## config.mk

```make
export PLATFORM = sky130hd
export DESIGN_NAME = pairing_job_ctrl_flat
export DESIGN_NICKNAME = d
export VERILOG_FILES = /design/src/rtl/pairing_job_ctrl_pkg.sv /design/src/rtl/pairing_job_ctrl_if.sv /design/src/rtl/pairing_job_ctrl_rd_skid_fifo.sv /design/src/rtl/pairing_job_ctrl.sv /design/src/flat_wrapper.sv
export SDC_FILE = /design/constraint.sdc
export NUM_CORES = 1
export LEC_CHECK = 0
export CAP_MARGIN = 10
export CORE_ASPECT_RATIO = 1.5
export CORE_UTILIZATION = 50
export DETAILED_ROUTE_END_ITERATION = 16
export PLACE_DENSITY = 0.84
export SYNTH_ARGS = -nofsm -noshare
export SYNTH_HDL_FRONTEND = slang
export SYNTH_SLANG_ARGS = --single-unit
```

## constraint.sdc

```tcl
create_clock -name clk -period 6 [get_ports clk]
set_clock_uncertainty 0.15 [all_clocks]
set_input_delay 1.5 -clock clk [delete_from_list [all_inputs] [get_ports clk]]
set_output_delay 1.5 -clock clk [all_outputs]
set_load 0.02 [all_outputs]
```

## src/rtl/pairing_job_ctrl_pkg.sv

```systemverilog
// pairing_job_ctrl_pkg: shared params, operand word type and job FSM states
package pairing_job_ctrl_pkg;
   localparam int BRAM_DEPTH = 8;
   typedef logic [31:0] redundant_poly_L3;
   typedef enum logic [2:0] {IDLE, LOAD, START, WAIT_BUSY, RUN, UNLOAD, DONE} job_state_t;
   function automatic logic [23:0] sat_inc(input logic [23:0] v);
      return &v ? v : v + 24'd1;
   endfunction
endpackage

```

## src/rtl/pairing_job_ctrl_if.sv

```systemverilog
// pairing_job_ctrl_if: command, operand/result streams and core port of the job controller
interface pairing_job_ctrl_if import pairing_job_ctrl_pkg::*; #(
   parameter int AW = BRAM_DEPTH,
   parameter int W = $bits(redundant_poly_L3)
);
   logic cmd_valid, cmd_ready;
   logic [3:0] cmd_func;
   logic [AW-1:0] cmd_in_base, cmd_out_base;
   logic [AW:0] cmd_in_len, cmd_out_len;
   logic in_valid, in_ready;
   logic [W-1:0] in_data;
   logic out_valid, out_ready;
   logic [W-1:0] out_data;
   logic core_run, core_busy;
   logic [3:0] core_n_func;
   logic core_extin_en;
   logic [AW-1:0] core_extin_addr, core_extout_addr;
   logic [W-1:0] core_extin_data, core_extout_data;
   modport slave (
      input cmd_valid, cmd_func, cmd_in_base, cmd_out_base, cmd_in_len, cmd_out_len,
      input in_valid, in_data, out_ready, core_busy, core_extout_data,
      output cmd_ready, in_ready, out_valid, out_data, core_run, core_n_func,
      output core_extin_en, core_extin_addr, core_extin_data, core_extout_addr
   );
   modport master (
      output cmd_valid, cmd_func, cmd_in_base, cmd_out_base, cmd_in_len, cmd_out_len,
      output in_valid, in_data, out_ready, core_busy, core_extout_data,
      input cmd_ready, in_ready, out_valid, out_data, core_run, core_n_func,
      input core_extin_en, core_extin_addr, core_extin_data, core_extout_addr
   );
endinterface

```

## src/rtl/pairing_job_ctrl_rd_skid_fifo.sv

```systemverilog
// rd_skid_fifo: small circular buffer holding core readback words, with occupancy output
module rd_skid_fifo #(
   parameter int DEPTH = 3,
   parameter int W = 32,
   localparam int CW = $clog2(DEPTH + 1)
)(
   input  logic clk,
   input  logic rstn,
   input  logic push,
   input  logic [W-1:0] din,
   input  logic pop,
   output logic [W-1:0] dout,
   output logic valid,
   output logic [CW-1:0] count
);
   localparam int PW = DEPTH > 1 ? $clog2(DEPTH) : 1;
   logic [W-1:0] mem [DEPTH];
   logic [PW-1:0] rd, wr;
   function automatic logic [PW-1:0] nxt(input logic [PW-1:0] p);
      return p == PW'(DEPTH - 1) ? '0 : p + 1'b1;
   endfunction
   always_ff @(posedge clk)
      if (push) mem[wr] <= din;
   always_ff @(posedge clk or negedge rstn)
      if (!rstn) begin
         rd <= '0;
         wr <= '0;
         count <= '0;
      end else begin
         if (push) wr <= nxt(wr);
         if (pop) rd <= nxt(rd);
         count <= count + CW'(push) - CW'(pop);
      end
   assign valid = count != '0;
   assign dout = valid ? mem[rd] : '0;
endmodule

```

## src/rtl/pairing_job_ctrl.sv

```systemverilog
// pairing_job_ctrl: loads operands into core memory, runs the core, streams results back
module pairing_job_ctrl import pairing_job_ctrl_pkg::*; #(
   parameter int AW = BRAM_DEPTH,
   parameter int W = $bits(redundant_poly_L3),
   parameter int RD_LAT = 2,
   parameter int BUSY_TMO = 8
)(
   input  logic clk,
   input  logic rstn,
   pairing_job_ctrl_if.slave bus,
   output logic done,
   output logic err_tmo,
   output logic [23:0] cycles
);
   localparam int LW = AW + 1;
   localparam int CW = $clog2(RD_LAT + 2);
   localparam int TW = $clog2(BUSY_TMO + 1);
   job_state_t state;
   logic [3:0] func;
   logic [AW-1:0] in_base, out_base;
   logic [LW-1:0] in_len, out_len, k, j, xfer;
   logic [TW-1:0] tmo;
   logic [RD_LAT-1:0] pipe;
   logic [CW-1:0] occ;
   logic issue, pop;
   assign bus.cmd_ready = state == IDLE;
   assign bus.in_ready = state == LOAD;
   assign bus.core_run = state == START;
   assign bus.core_n_func = func;
   assign bus.core_extin_en = bus.in_ready && bus.in_valid;
   assign bus.core_extin_addr = in_base + k[AW-1:0];
   assign bus.core_extin_data = bus.core_extin_en ? bus.in_data : '0;
   assign bus.core_extout_addr = out_base + j[AW-1:0];
   // in-flight reads plus buffered words never exceed the buffer depth
   assign issue = state == UNLOAD && j != out_len && ($countones(pipe) + int'(occ) < RD_LAT + 1);
   assign pop = bus.out_valid && bus.out_ready;
   rd_skid_fifo #(.DEPTH(RD_LAT + 1), .W(W)) u_fifo (
      .clk(clk), .rstn(rstn), .push(pipe[RD_LAT-1]), .din(bus.core_extout_data),
      .pop(pop), .dout(bus.out_data), .valid(bus.out_valid), .count(occ)
   );
   always_ff @(posedge clk or negedge rstn)
      if (!rstn) begin
         state <= IDLE;
         func <= '0;
         in_base <= '0;
         out_base <= '0;
         in_len <= '0;
         out_len <= '0;
         k <= '0;
         j <= '0;
         xfer <= '0;
         tmo <= '0;
         pipe <= '0;
         done <= 1'b0;
         err_tmo <= 1'b0;
         cycles <= '0;
      end else begin
         done <= 1'b0;
         pipe <= (pipe << 1) | RD_LAT'(issue);
         case (state)
            IDLE: if (bus.cmd_valid) begin
               func <= bus.cmd_func;
               in_base <= bus.cmd_in_base;
               out_base <= bus.cmd_out_base;
               in_len <= bus.cmd_in_len;
               out_len <= bus.cmd_out_len;
               k <= '0;
               j <= '0;
               xfer <= '0;
               err_tmo <= 1'b0;
               state <= bus.cmd_in_len == '0 ? START : LOAD;
            end
            LOAD: if (bus.in_valid) begin
               k <= k + 1'b1;
               if (k + 1'b1 == in_len) state <= START;
            end
            START: begin
               cycles <= '0;
               err_tmo <= 1'b0;
               tmo <= TW'(1);
               state <= WAIT_BUSY;
            end
            // tmo counts cycles since core_run, so the timeout lands BUSY_TMO cycles after it
            WAIT_BUSY: if (bus.core_busy) begin
               cycles <= 24'd1;
               state <= RUN;
            end else if (tmo == TW'(BUSY_TMO - 1)) begin
               err_tmo <= 1'b1;
               done <= 1'b1;
               state <= IDLE;
            end else tmo <= tmo + 1'b1;
            RUN: if (!bus.core_busy) begin
               state <= out_len == '0 ? DONE : UNLOAD;
               done <= out_len == '0;
            end else cycles <= sat_inc(cycles);
            UNLOAD: begin
               if (issue) j <= j + 1'b1;
               if (pop) xfer <= xfer + 1'b1;
               if (xfer + LW'(pop) == out_len) begin
                  state <= DONE;
                  done <= 1'b1;
               end
            end
            DONE: state <= IDLE;
            default: state <= IDLE;
         endcase
      end
endmodule

```

## src/flat_wrapper.sv

```systemverilog
// flat-port wrapper written by rule: the top's interface ports become plain ports
module pairing_job_ctrl_flat import pairing_job_ctrl_pkg::*;
#(
   parameter int AW = BRAM_DEPTH,
   parameter int W = $bits(redundant_poly_L3),
   parameter int RD_LAT = 2,
   parameter int BUSY_TMO = 8
)
  (clk, rstn, done, err_tmo, cycles, bus_cmd_valid, bus_cmd_func, bus_cmd_in_base, bus_cmd_out_base, bus_cmd_in_len, bus_cmd_out_len, bus_in_valid, bus_in_data, bus_out_ready, bus_core_busy, bus_core_extout_data, bus_cmd_ready, bus_in_ready, bus_out_valid, bus_out_data, bus_core_run, bus_core_n_func, bus_core_extin_en, bus_core_extin_addr, bus_core_extin_data, bus_core_extout_addr);
  pairing_job_ctrl_if #(.AW(AW), .W(W)) bus_i ();
  input  logic clk;
  input  logic rstn;
  output logic done;
  output logic err_tmo;
  output logic [23:0] cycles;
  input wire logic [$bits(bus_i.cmd_valid)-1:0] bus_cmd_valid;
  input wire logic [$bits(bus_i.cmd_func)-1:0] bus_cmd_func;
  input wire logic [$bits(bus_i.cmd_in_base)-1:0] bus_cmd_in_base;
  input wire logic [$bits(bus_i.cmd_out_base)-1:0] bus_cmd_out_base;
  input wire logic [$bits(bus_i.cmd_in_len)-1:0] bus_cmd_in_len;
  input wire logic [$bits(bus_i.cmd_out_len)-1:0] bus_cmd_out_len;
  input wire logic [$bits(bus_i.in_valid)-1:0] bus_in_valid;
  input wire logic [$bits(bus_i.in_data)-1:0] bus_in_data;
  input wire logic [$bits(bus_i.out_ready)-1:0] bus_out_ready;
  input wire logic [$bits(bus_i.core_busy)-1:0] bus_core_busy;
  input wire logic [$bits(bus_i.core_extout_data)-1:0] bus_core_extout_data;
  output wire logic [$bits(bus_i.cmd_ready)-1:0] bus_cmd_ready;
  output wire logic [$bits(bus_i.in_ready)-1:0] bus_in_ready;
  output wire logic [$bits(bus_i.out_valid)-1:0] bus_out_valid;
  output wire logic [$bits(bus_i.out_data)-1:0] bus_out_data;
  output wire logic [$bits(bus_i.core_run)-1:0] bus_core_run;
  output wire logic [$bits(bus_i.core_n_func)-1:0] bus_core_n_func;
  output wire logic [$bits(bus_i.core_extin_en)-1:0] bus_core_extin_en;
  output wire logic [$bits(bus_i.core_extin_addr)-1:0] bus_core_extin_addr;
  output wire logic [$bits(bus_i.core_extin_data)-1:0] bus_core_extin_data;
  output wire logic [$bits(bus_i.core_extout_addr)-1:0] bus_core_extout_addr;
  assign bus_i.cmd_valid = bus_cmd_valid;
  assign bus_i.cmd_func = bus_cmd_func;
  assign bus_i.cmd_in_base = bus_cmd_in_base;
  assign bus_i.cmd_out_base = bus_cmd_out_base;
  assign bus_i.cmd_in_len = bus_cmd_in_len;
  assign bus_i.cmd_out_len = bus_cmd_out_len;
  assign bus_i.in_valid = bus_in_valid;
  assign bus_i.in_data = bus_in_data;
  assign bus_i.out_ready = bus_out_ready;
  assign bus_i.core_busy = bus_core_busy;
  assign bus_i.core_extout_data = bus_core_extout_data;
  assign bus_cmd_ready = bus_i.cmd_ready;
  assign bus_in_ready = bus_i.in_ready;
  assign bus_out_valid = bus_i.out_valid;
  assign bus_out_data = bus_i.out_data;
  assign bus_core_run = bus_i.core_run;
  assign bus_core_n_func = bus_i.core_n_func;
  assign bus_core_extin_en = bus_i.core_extin_en;
  assign bus_core_extin_addr = bus_i.core_extin_addr;
  assign bus_core_extin_data = bus_i.core_extin_data;
  assign bus_core_extout_addr = bus_i.core_extout_addr;
  pairing_job_ctrl #(.AW(AW), .W(W), .RD_LAT(RD_LAT), .BUSY_TMO(BUSY_TMO)) u_core (.clk(clk), .rstn(rstn), .bus(bus_i), .done(done), .err_tmo(err_tmo), .cycles(cycles));
endmodule
```

Yosys cells after proc, flatten, opt, wreduce, memory -nomap -nowiden
Memory sizes are Yosys's and may differ from the RTL's. Cells that the tools add are included.

Bits in registers: 106. RAM bits: 96. Bits of input ports: 108. Output and inout port bits: 115. Logic and storage cells: 120. Memories kept: 1.

Memories: u_core.u_fifo.mem (words 3, bits a word 32, read ports 1, clocked after Yosys merged registers in 0, wr ports 1, RTL line pairing_job_ctrl_rd_skid_fifo.sv:17) `logic [W-1:0] mem [DEPTH];`.

Add/subtract/negate cells: 14. Magnitude comparators: 1. Equality and inequality tests: 25. Multiplexer cells: 39. Bitwise logic cells: 1. Reduce and logical (&&, ||, !) cells: 22.

Operators with widths (number): $mux W24 (3); $pmux W24 S3 (1); $mux W32 (2); $pmux W9 S2 (3); $mux W9 (4); $add A32 B3 Y32 (1); $lt A32 B3 Y1 const B (1); $add A9 B1 Y9 const B (3); $add A24 B1 Y24 const B (1); $reduce_and A24 Y1 (1); $mux W3 (7); $ne A2 B2 Y1 const B (10); $eq A9 B9 Y1 (2); $logic_not A9 Y1 (2); $pmux W3 S6 (1); $add A8 B8 Y8 (2); $reduce_and A3 Y1 (4); $add A9 B1 Y9 (1); $mux W1 (9); $ne A9 B9 Y1 (1); $mux W2 (4); $mux W4 (2); $pmux W4 S2 (1); $reduce_and A4 Y1 (2); other kinds (20) (34).

Longest topological paths before layout
Gate-level depths: netlist of run 1.

Depth in word-level cells: 6. Gate-level depth with buffers: 11. Depth with buffers taken out: 11.

Cells and area by module
A second synthesis of run 1 with hierarchy kept.

Cell total of the unflattened synthesis: 963. Area, all modules: 10347.4 sq um.

By module, submodules not included: pairing_job_ctrl (times used 1, cells an instance 732, area each 6158.4 sq um, sequential area each 2502.4 sq um); rd_skid_fifo (times used 1, cells an instance 231, area each 4189.0 sq um, sequential area each 3032.9 sq um).

Worst setup path before layout of run 1
Ideal clock, no wire load.

Path kind: input to register. Start point: input port bus_out_ready. End point: register u_core.state[0]. Setup time: 124 ps. Arrival time: 3418 ps. Data required time: 5726 ps. Path slack: 2308 ps. Cell stages on the path: 11. Buffers on the path: 0. Cell sequence: o21ai_0 > inv_1 > ha_1 > ha_1 > nand3_1 > or3_1 > nand3_1 > o311ai_1 > a221o_1 > and2b_1 > a211o_1.

Cells in the longest elaborated chain, start to end: 5.

Ends and longest elaborated chain: start, declared (RTL line flat_wrapper.sv:24) `input wire logic [$bits(bus_i.out_ready)-1:0] bus_out_ready;`; $logic_and A1 B1 Y1 (RTL line pairing_job_ctrl.sv:36) `assign pop = bus.out_valid && bus.out_ready;`; $add A9 B1 Y9 (RTL line pairing_job_ctrl.sv:99) `if (xfer + LW'(pop) == out_len) begin`; $eq A9 B9 Y1 (RTL line pairing_job_ctrl.sv:99); $ne A2 B2 Y1 (no line); $reduce_and A6 Y1 (no line); end signal, assigned (RTL line pairing_job_ctrl.sv:71) `state <= bus.cmd_in_len == '0 ? START : LOAD;`; end signal, assigned (RTL line pairing_job_ctrl.sv:93) `state <= out_len == '0 ? DONE : UNLOAD;`; end, declared (RTL line pairing_job_ctrl.sv:18) `job_state_t state;`.

No other way between the ends. A chain may end at the register's enable or synchronous reset.

Worst setup path in the final report of run 1
Start point: input port bus_in_valid. End point: output port bus_core_extin_en.

Cells in the longest elaborated chain, start to end: 1.

Ends and longest elaborated chain: start, declared (RTL line flat_wrapper.sv:22) `input wire logic [$bits(bus_i.in_valid)-1:0] bus_in_valid;`; $logic_and A1 B1 Y1 (RTL line pairing_job_ctrl.sv:30) `assign bus.core_extin_en = bus.in_ready && bus.in_valid;`; end, declared (RTL line flat_wrapper.sv:33) `output wire logic [$bits(bus_i.core_extin_en)-1:0] bus_core_extin_en;`.

No other way between the ends.

==> results of run 1 <==
## metal layers
layer / global-route usage, % / vias to the layer above / wire, microns
met4: 7.54 / 0 / 606
met2: 40.4 / 196 / 11800
li1: - / 3579 / -
met1: 24.5 / 3513 / 8510
met3: 4.72 / 47 / 1380
met5: 0 / - / 0
## cell families (layout without fill, tap and decap cells)
kind of cell | after synthesis | in the layout
AOI/OAI and AO/OA | 137 | 137
xor gates and xnor gates | 72 | 72
adders and majority gates | 28 | 28
buffers and inverters | 69 | 295
DFF | 202 | 202
muxes | 74 | 74
and+or+nand+nor | 302 | 302
## cell usage in the layout, fill, tap and decap left out, types with 3 or more instances in the layout
cell             count
clkinv_1             6
o21bai_1             4
o2111ai_1            3
clkbuf_16           21
and4_1               6
fa_1                 3
and2b_1              3
mux2i_1             34
nand4_1              9
edfxtp_1            96
nand3_1             20
dfrtp_1            104
o21ai_0             38
mux2_2              40
nand2_1             48
a21o_1               6
a211oi_1             3
or3_1                7
nand3b_1             3
clkinvlp_4           4
nor2_1             123
ha_1                25
xnor2_1             33
and3_1              40
o31ai_1              8
buf_4               11
a21oi_1             56
xor2_1              39
and2_1               5
nor3_1               8
clkdlybuf4s50_1    221
nor3b_1              4
nor4_1               4
inv_1               26
## flip-flops by register name, summed over array words and instances (netlist names), 3 cells and up
signal / count
u_core.tmo: 4
u_core.u_fifo.mem: 96
u_core.in_len: 9
u_core.in_base: 8
u_core.cycles: 24
u_core.out_len: 9
u_core.out_base: 8
u_core.bus.core_n_func: 4
u_core.j: 9
u_core.xfer: 9
u_core.k: 9
u_core.state: 3
## worst min-delay path by stage
stage                                        start                  endpoint  slack [ps]
final                     u_core.pipe[0]$_DFF_PN0_  u_core.pipe[1]$_DFF_PN0_         240
after global placement    u_core.pipe[0]$_DFF_PN0_  u_core.pipe[1]$_DFF_PN0_         220
after floorplan           u_core.pipe[0]$_DFF_PN0_  u_core.pipe[1]$_DFF_PN0_         210
after CTS                 u_core.pipe[0]$_DFF_PN0_  u_core.pipe[1]$_DFF_PN0_         240
after global routing      u_core.pipe[0]$_DFF_PN0_  u_core.pipe[1]$_DFF_PN0_         260
after detailed placement  u_core.pipe[0]$_DFF_PN0_  u_core.pipe[1]$_DFF_PN0_         220
## power by group through the flow
stage	sequential (mW)	clock (mW)	combinational (mW)
after global placement	2.06	0	2.30
after detailed placement	2.08	0	2.36
final	2.05	1.21	2.36
after floorplan	1.91	0	1.58
after global routing	2.10	1.28	2.58
after CTS	2.05	1.23	2.38
## stage by stage
stage	hold WS [ps]	utilization (%)
finish	237	67.3
global route	255	67.3
CTS	235	67.3
detailed placement	220	64.0
global placement	218	64.0
floorplan	207	-
## layout make-up
class,count,area [sq um]
repair buffers,232,2290
multi-input cells,613,4110
clock buffers,23,533
fillers,1448,6320
flip-flops and latches,202,5540
clock inverters,13,101
well taps,256,320
inverters,27,101
## worst register-to-register path, stage by stage (launching register included)
cell and delay (ps):
dfrtp_1 430, o21ai_0 420, inv_1 120, ha_1 230, ha_1 240, nor2_1 120
nor2_1 50, a221oi_1 290, o2111ai_1 160, a221o_1 330, and2b_1 190, a211o_1 230
==> qor.txt, run 1 <==
run status -> finished clean
largest net degree at the start of global routing -> 67
clk buf depth -> 3
top post-synthesis cells by area -> edfxtp_1 (29%), dfrtp_1 (27%), nor2_1 (4.7%)
layout cells sized above 1 -> 8.38%
Core Footprint -> 19300 sq um
Die Span X -> 117 microns
multiplexer share of the synthesized area -> 7.95%
# IOs -> 223
family with the most delay on the worst path -> buffers and inverters
pre-CTS setup slack -> 1070 ps
Switch Pwr -> 2.05 mW
Critical Path Sink -> bus_core_extin_en
Synth Net Count -> 1020
final hold violations -> 0
post-synthesis instance total -> 884
startpoint types -> input port
grt total ovfl -> 0
reg-to-reg endpoint -> u_core.state[0]$_DFFE_PN0P_
max cap viols -> 0
Crit. End Element -> output port
flop2flop setup slack -> 2920 ps
Die Y -> 175 microns
worst setup margin -> 1050 ps
Clock Sink Count -> 202
Layout Nets -> 1232
Tightest Pin Transition -> 1110 ps
Most common cell on crit path -> clkdlybuf4s50_1
R2R Path Start -> u_core.u_fifo.count[0]$_DFF_PN0_
Worst Path Buf+Inv -> 3
GP Congestion -> 0.888
Final setup viols -> 0
Root Buffer -> clkbuf_16
DRC viols -> 0
drt pass-1 iters -> 4
Final min period -> 4950 ps
post-synthesis compound-gate area fraction -> 8.24%
sequential area share after synthesis -> 55.7%
Arr. time, crit path -> 3300 ps
CP Cell Sequence -> clkdlybuf4s50_1 > nand2_1 > clkinv_1 > clkdlybuf4s50_1
Combinational Power Share -> 42.0%
design area -> 13000 sq um
P_int -> 3.56 mW
Layout Cells excl Fill -> 1366
CP Data Required Time -> 4350 ps
number of synthesized flops with an enable pin -> 96
All-Layer GR Usage -> 22.0%
Max Fclk -> 0.202 GHz
Yosys top cell area share -> 29.0%
first-pass GRT wire length -> 35.8 mm
Setup CP Type -> in2out
Power Density -> 432 nW/um^2
CTS tree -> done
Iter 0 DRT Violations -> 407
leading area contributor after synthesis -> edfxtp_1
row count -> 62
syn_area_per_cell -> 11.2 sq um
largest family of logic cells by synthesized area -> simple AND/OR/NAND/NOR gates
Largest stage delay, worst path -> 620 ps
Peak VDD IR -> 347 uV
Synth warnings -> 0
postcts setup bufs -> 0
Stages on worst setup path -> 4
Clk Latency, worst-skew pair -> 490 ps
H-tree depth -> 1
post-synthesis cell type count -> 64
Cells after DPL -> 1330
placed inst area -> 12400 sq um
Hold Crit Class -> reg2reg
Post-Syn Area -> 9940 sq um
period utilisation layout -> 82.5%
Num CTS Buffers -> 20
top-count cell post-synth -> nor2_1
Critical Path Fanout Max -> 11
Starting Density -> 51.5%
Setup TNS -> 0 ps
register share of total power -> 36.5%
Final ANT Viol Nets -> 0
RSZ-0062 raised after global routing -> false
via count -> 7335
Leak -> 5.26 nW
simple-gate share of the synthesized area -> 14.8%
Yosys reg bits -> 202
Most used DFF post-synth -> dfrtp_1
die area -> 20500 sq um
vias in the first global route -> 7572
CTS clk-pin slew, worst paths -> 60 ps
number of vias per cell -> 5.37
asr flop ratio synth -> 52.5%
Post-Synth XOR/XNOR Area -> 6.34%
Adder-Cell Fraction of Synth Area -> 3.75%
Total Wirelength -> 22.3 mm
list of most frequent post-synthesis cells -> nor2_1 (125), dfrtp_1 (106), edfxtp_1 (96)
Pins Over Slew Limit -> 0
total power -> 5.61 mW
Worst slew margin -> 25.8%
Antenna Cells -> 0
worst setup path start -> bus_in_valid
drt wl/cell -> 16.3 microns
post-CTS sizing -> 0
Max stage delay cell, worst path -> clkdlybuf4s50_1
PortBufs -> 222
area growth from synthesis to layout -> 30.7%
Hold Path Depth -> 0
initial antenna violation count -> 0
Post-DP HPWL -> 15.5 mm
switching share of power -> 36.5%
Clk pwr share -> 21.5%
worst reg-to-reg path cell count -> 11
cts hold-fix bufs -> 0
Note: power is estimated with default switching activity, not from simulation.
==> run 2, diff against run 1 <==
Clock period 6 ns to 4.9 ns, I/O delays scaled along.
==> qor.txt, run 2 (synthesis gave the netlist of run 1 again) <==
die area -> 20500 sq um (unchanged)
Final ANT Viol Nets -> 0 (unchanged)
Post-DP HPWL -> 15.6 mm (+1.2%)
row count -> 62 (unchanged)
period utilisation layout -> 88.6%
pre-CTS setup slack -> 553 ps (-516 ps)
Setup TNS -> 0 ps (unchanged)
postcts setup bufs -> 0 (unchanged)
Die Span X -> 117 microns (unchanged)
commonest non-fill, non-tap cells in the layout -> clkdlybuf4s50_1 (221), nor2_1 (123), dfrtp_1 (104), edfxtp_1 (96), a21oi_1 (56)
Reg area -> 5540 sq um (unchanged)
final hold violations -> 0 (unchanged)
H-tree depth -> 1 (unchanged)
via count -> 7354 (+0.26%)
# IOs -> 223 (unchanged)
worst hold slack -> 237 ps (+0.186 ps)
worst setup margin -> 557 ps (-496 ps)
max reg flops -> 96 (unchanged)
Cells after DPL -> 1334 (+0.30%)
startpoint types -> register
Starting Density -> 51.5% (unchanged)
cts hold-fix bufs -> 0 (unchanged)
number of vias per cell -> 5.38 (+0.11%)
Final setup viols -> 0 (unchanged)
Setup CP Type -> reg2out
Leak -> 5.29 nW (+0.50%)
PortBufs -> 222 (unchanged)
initial antenna violation count -> 0 (unchanged)
Die Y -> 175 microns (unchanged)
CTS clk-pin slew, worst paths -> 60 ps (about the same)
drt wl/cell -> 16.2 microns (-0.91%)
max cap viols -> 0 (unchanged)
RSZ-0062 raised after global routing -> false
layout cells sized above 1 -> 8.63% (+0.25 points)
Antenna Cells -> 0 (unchanged)
largest net degree at the start of global routing -> 78 (+16%)
Critical Path Fanout Max -> 7 (-4)
Layout Nets -> 1236 (+0.32%)
Final min period -> 4340 ps
drt pass-1 iters -> 5 (+1)
Core Footprint -> 19300 sq um (unchanged)
grt total ovfl -> 0 (unchanged)
first-pass GRT wire length -> 35.6 mm (-0.46%)
Hold Crit Class -> reg2reg
Peak VDD IR -> 443 uV (+28%)
Arr. time, crit path -> 2970 ps (-330 ps)
Tightest Pin Transition -> 980 ps (-133 ps)
DRC viols -> 0 (unchanged)
Largest regs -> u_core.u_fifo.mem (96), u_core.cycles (24)
final core utilization -> 67.4% (+0.10 points)
Power Density -> 530 nW/um^2 (+23%)
post-CTS sizing -> 0 (unchanged)
fillers -> 1418 (-2.1%)
area growth from synthesis to layout -> 30.9%
Biggest register -> u_core.u_fifo.mem
footprint of the multi-input gates -> 4110 sq um (unchanged)
Total Wirelength -> 22.1 mm (-0.77%)
total power -> 6.90 mW (+23%)
Pins Over Slew Limit -> 0 (unchanged)
run status -> finished clean
commonest non-fill, non-tap cell in the layout -> clkdlybuf4s50_1
design area -> 13000 sq um (+0.15%)
Worst slew margin -> 34.3% (+8.5 points)
clk buf depth -> 3 (unchanged)
placed inst area -> 12400 sq um (+0.24%)
Num CTS Buffers -> 19 (-5.0%)
Clk Latency, worst-skew pair -> 480 ps (about the same)
Max Fclk -> 0.230 GHz
Iter 0 DRT Violations -> 489 (+20%)
CP Data Required Time -> 3520 ps (-830 ps)
CTS tree -> done
vias in the first global route -> 7345 (-3.0%)
Root Buffer -> clkbuf_16
All-Layer GR Usage -> 21.7% (-0.28 points)
GP Congestion -> 0.824 (-7.2%)
Layout Cells excl Fill -> 1368 (+0.15%)
Crit. End Element -> output port
Clock Sink Count -> 202 (unchanged)
-- run 2: path summary, 6_finish.rpt --
path | start | to | slack, ps | cells past startpoint
worst max-delay path | u_core.k[0]$_DFFE_PN0P_ | bus_core_extin_addr[6] | 560 | 10
worst min register to register | u_core.pipe[0]$_DFF_PN0_ | u_core.pipe[1]$_DFF_PN0_ | 240 | 0
worst min-delay path | u_core.pipe[0]$_DFF_PN0_ | u_core.pipe[1]$_DFF_PN0_ | 240 | 0
min in group asynchronous | rstn | u_core.out_base[7]$_DFFE_PN0P_ | 750 | 1
max in group asynchronous | rstn | u_core.cycles[22]$_DFFE_PN0P_ | 2830 | 2
worst max register to register | u_core.u_fifo.count[0]$_DFF_PN0_ | u_core.state[1]$_DFFE_PN0P_ | 1750 | 11
-- run 2: cell type report --
| class | count | area share (%) |
|---|---|---|
| timing repair buffer | 237 | 17.9 |
| sequential | 202 | 42.5 |
| tap | 256 | 2.46 |
| inverter | 27 | 0.778 |
| multi-input combinational | 613 | 31.6 |
| clock buffer | 24 | 3.80 |
| clock inverter | 9 | 0.961 |
-- run 2: power by group --
| group | leakage (nW) | switching (mW) | internal, mW |
|---|---|---|---|
| registers | 2.24 | 0.365 | 2.09 |
| logic | 2.75 | 1.52 | 1.44 |
| clock network | 0.300 | 0.600 | 0.875 |
| total | 5.29 | 2.49 | 4.41 |
-- run 2: metal layers --
metal	track usage, %	wire, microns	vias up
met4	6.01	441	0
met1	25.5	8590	3545
li1	-	-	3591
met3	4.20	1280	34
met2	39.6	11800	184
met5	0	0	-
-- run 2: critical path, stage by stage (launching register included) --
cell and delay, ps:
dfrtp_1 460, ha_1 240, inv_1 60, fa_1 210, inv_1 50, a21o_1 170
a21oi_1 230, o21bai_1 90, a21oi_1 200, xnor2_1 150, clkdlybuf4s50_1 620
==> run 3, diff against run 2 <==
Settings changed: CORE_ASPECT_RATIO 1.5 to default, HOLD_SLACK_MARGIN from default to 0.02.
==> qor.txt, run 3 (synthesis gave the netlist of run 1 again) <==
run status -> finished clean
cts hold-fix bufs -> 0 (unchanged)
Worst slew margin -> 21.1% (-13 points)
Power Density -> 535 nW/um^2 (+0.95%)
Clk pwr share -> 22.3% (+0.9 points)
flop2flop setup slack -> 1890 ps (+140 ps)
Final ANT Viol Nets -> 0 (unchanged)
drt pass-1 iters -> 5 (unchanged)
fillers -> 1424 (+0.42%)
worst setup margin -> 516 ps (-40.5 ps)
Post-DP HPWL -> 16.2 mm (+3.9%)
Final min period -> 4380 ps (+40.5 ps)
Leak -> 5.30 nW (+0.29%)
Switch Pwr -> 2.54 mW (+2.1%)
Starting Density -> 51.1% (-0.39 points)
CTS clk-pin slew, worst paths -> 60 ps (about the same)
uppermost layer routed -> met4
post-CTS sizing -> 0 (unchanged)
pre-CTS setup slack -> 733 ps (+180 ps)
worst setup path start -> u_core.j[0]$_DFFE_PN0P_
area growth from synthesis to layout -> 31.4%
grt total ovfl -> 0 (unchanged)
H-tree depth -> 1 (unchanged)
vias in the first global route -> 7301 (-0.60%)
Clock Sink Count -> 202 (unchanged)
drt wl/cell -> 16.7 microns (+3.2%)
Met1 Wirelength -> 9.10 mm (+5.9%)
Num CTS Buffers -> 21 (+2)
final core utilization -> 67.1% (-0.28 points)
first-pass GRT wire length -> 36.3 mm (+1.8%)
Setup CP Type -> reg2out
final hold violations -> 0 (unchanged)
Core Footprint -> 19500 sq um (+0.76%)
Pins Over Slew Limit -> 0 (unchanged)
# IOs -> 223 (unchanged)
met3 WL post-DR -> 1.57 mm (+23%)
All-Layer GR Usage -> 22.6% (+0.91 points)
postcts setup bufs -> 0 (unchanged)
Iter 0 DRT Violations -> 365 (-25%)
Peak VDD IR -> 369 uV (-17%)
Root Buffer -> clkbuf_16
Largest regs -> u_core.u_fifo.mem (96), u_core.cycles (24)
row count -> 51 (-18%)
Combinational Power Share -> 42.1% (-0.9 points)
worst hold slack -> 232 ps (-4.90 ps)
period utilisation layout -> 89.5% (+0.83 points)
Hold Path Depth -> 0 (unchanged)
Total Wirelength -> 23.0 mm (+3.9%)
Final setup viols -> 0 (unchanged)
layout cells sized above 1 -> 8.81% (+0.18 points)
Hold Crit Class -> reg2reg
Critical Path Sink -> bus_core_extout_addr[6]
largest net degree at the start of global routing -> 67 (-14%)
commonest non-fill, non-tap cells in the layout -> clkdlybuf4s50_1 (221), nor2_1 (123), dfrtp_1 (104), edfxtp_1 (96), a21oi_1 (56)
met2 wire len -> 11.7 mm (-0.90%)
startpoint types -> register
Setup TNS -> 0 ps (unchanged)
CP Data Required Time -> 3520 ps (about the same)
clk buf depth -> 3 (unchanged)
Die Span X -> 143 microns (+22%)
max cap viols -> 0 (unchanged)
max reg flops -> 96 (unchanged)
via count -> 7415 (+0.83%)
R2R Path Start -> u_core.u_fifo.count[1]$_DFF_PN0_
number of vias per cell -> 5.38 (+0.17%)
CTS tree -> done
Biggest register -> u_core.u_fifo.mem
Die Y -> 143 microns (-18%)
register share of total power -> 35.6% (about the same)
Crit. End Element -> output port
Tightest Pin Transition -> 1180 ps (+198 ps)
reg-to-reg endpoint -> u_core.state[0]$_DFFE_PN0P_
Antenna Cells -> 0 (unchanged)
die area -> 20500 sq um (about the same)
initial antenna violation count -> 0 (unchanged)
switching share of power -> 36.4% (+0.29 points)
PortBufs -> 222 (unchanged)
worst reg-to-reg path cell count -> 11 (unchanged)
Critical Path Fanout Max -> 5 (-2)
commonest non-fill, non-tap cell in the layout -> clkdlybuf4s50_1
RSZ-0062 raised after global routing -> false
P_int -> 4.45 mW (+0.84%)
GP Congestion -> 0.874 (+6.1%)
Layout Nets -> 1235 (-0.081%)
Clk Latency, worst-skew pair -> 490 ps (about the same)
Arr. time, crit path -> 3010 ps (+40 ps)
DRC viols -> 0 (unchanged)
Max Fclk -> 0.228 GHz (-0.92%)
## run 3: layer usage
metal	up-vias	GRT usage (%)
li1	3586	-
met4	0	7.75
met3	42	4.43
met2	273	40.5
met1	3514	27.1
met5	-	0
## run 3: how the worst min path moves through the flow
stage | from | to | slack, ps
final | u_core.pipe[0]$_DFF_PN0_ | u_core.pipe[1]$_DFF_PN0_ | 230
after global routing | u_core.pipe[0]$_DFF_PN0_ | u_core.pipe[1]$_DFF_PN0_ | 250
after CTS | u_core.pipe[0]$_DFF_PN0_ | u_core.pipe[1]$_DFF_PN0_ | 240
after detailed placement | u_core.pipe[0]$_DFF_PN0_ | u_core.pipe[1]$_DFF_PN0_ | 220
after global placement | u_core.pipe[0]$_DFF_PN0_ | u_core.pipe[1]$_DFF_PN0_ | 220
after floorplan | u_core.pipe[0]$_DFF_PN0_ | u_core.pipe[1]$_DFF_PN0_ | 210
## run 3: layout make-up
cell class | instances | area, sq um | share of cell area [%]
Clock inverter | 9 | 100 | 0.766
Sequential cell | 202 | 5540 | 42.4
Timing Repair Buffer | 234 | 2310 | 17.7
Clock buffer | 27 | 568 | 4.35
Multi-Input combinational cell | 613 | 4120 | 31.5
Tap cell | 265 | 332 | 2.54
Inverter | 27 | 101 | 0.776
## run 3: critical path: stages, from the launching register on
cell and delay [ps]:
dfrtp_1 450, ha_1 210, inv_1 60, fa_1 400, inv_1 70, a21oi_1 60, o21bai_1 220, a21o_1 170
a21oi_1 80, xnor2_1 140, clkdlybuf4s50_1 640
## run 3: metrics by stage
stage,total power [mW],instances,cell area (sq um)
floorplan,4.27,884,9940
global placement,5.39,1341,12400
detailed placement,5.46,1341,12400
CTS,7.05,1377,13100
global route,7.40,1377,13100
finish,6.99,1377,13100
## run 3: power by group through the flow
stage	registers, mW	logic, mW	clock network, mW
after global routing	2.54	3.21	1.66
final	2.49	2.94	1.56
after detailed placement	2.52	2.94	0
after global placement	2.50	2.88	0
after floorplan	2.33	1.94	0
after CTS	2.49	2.97	1.59
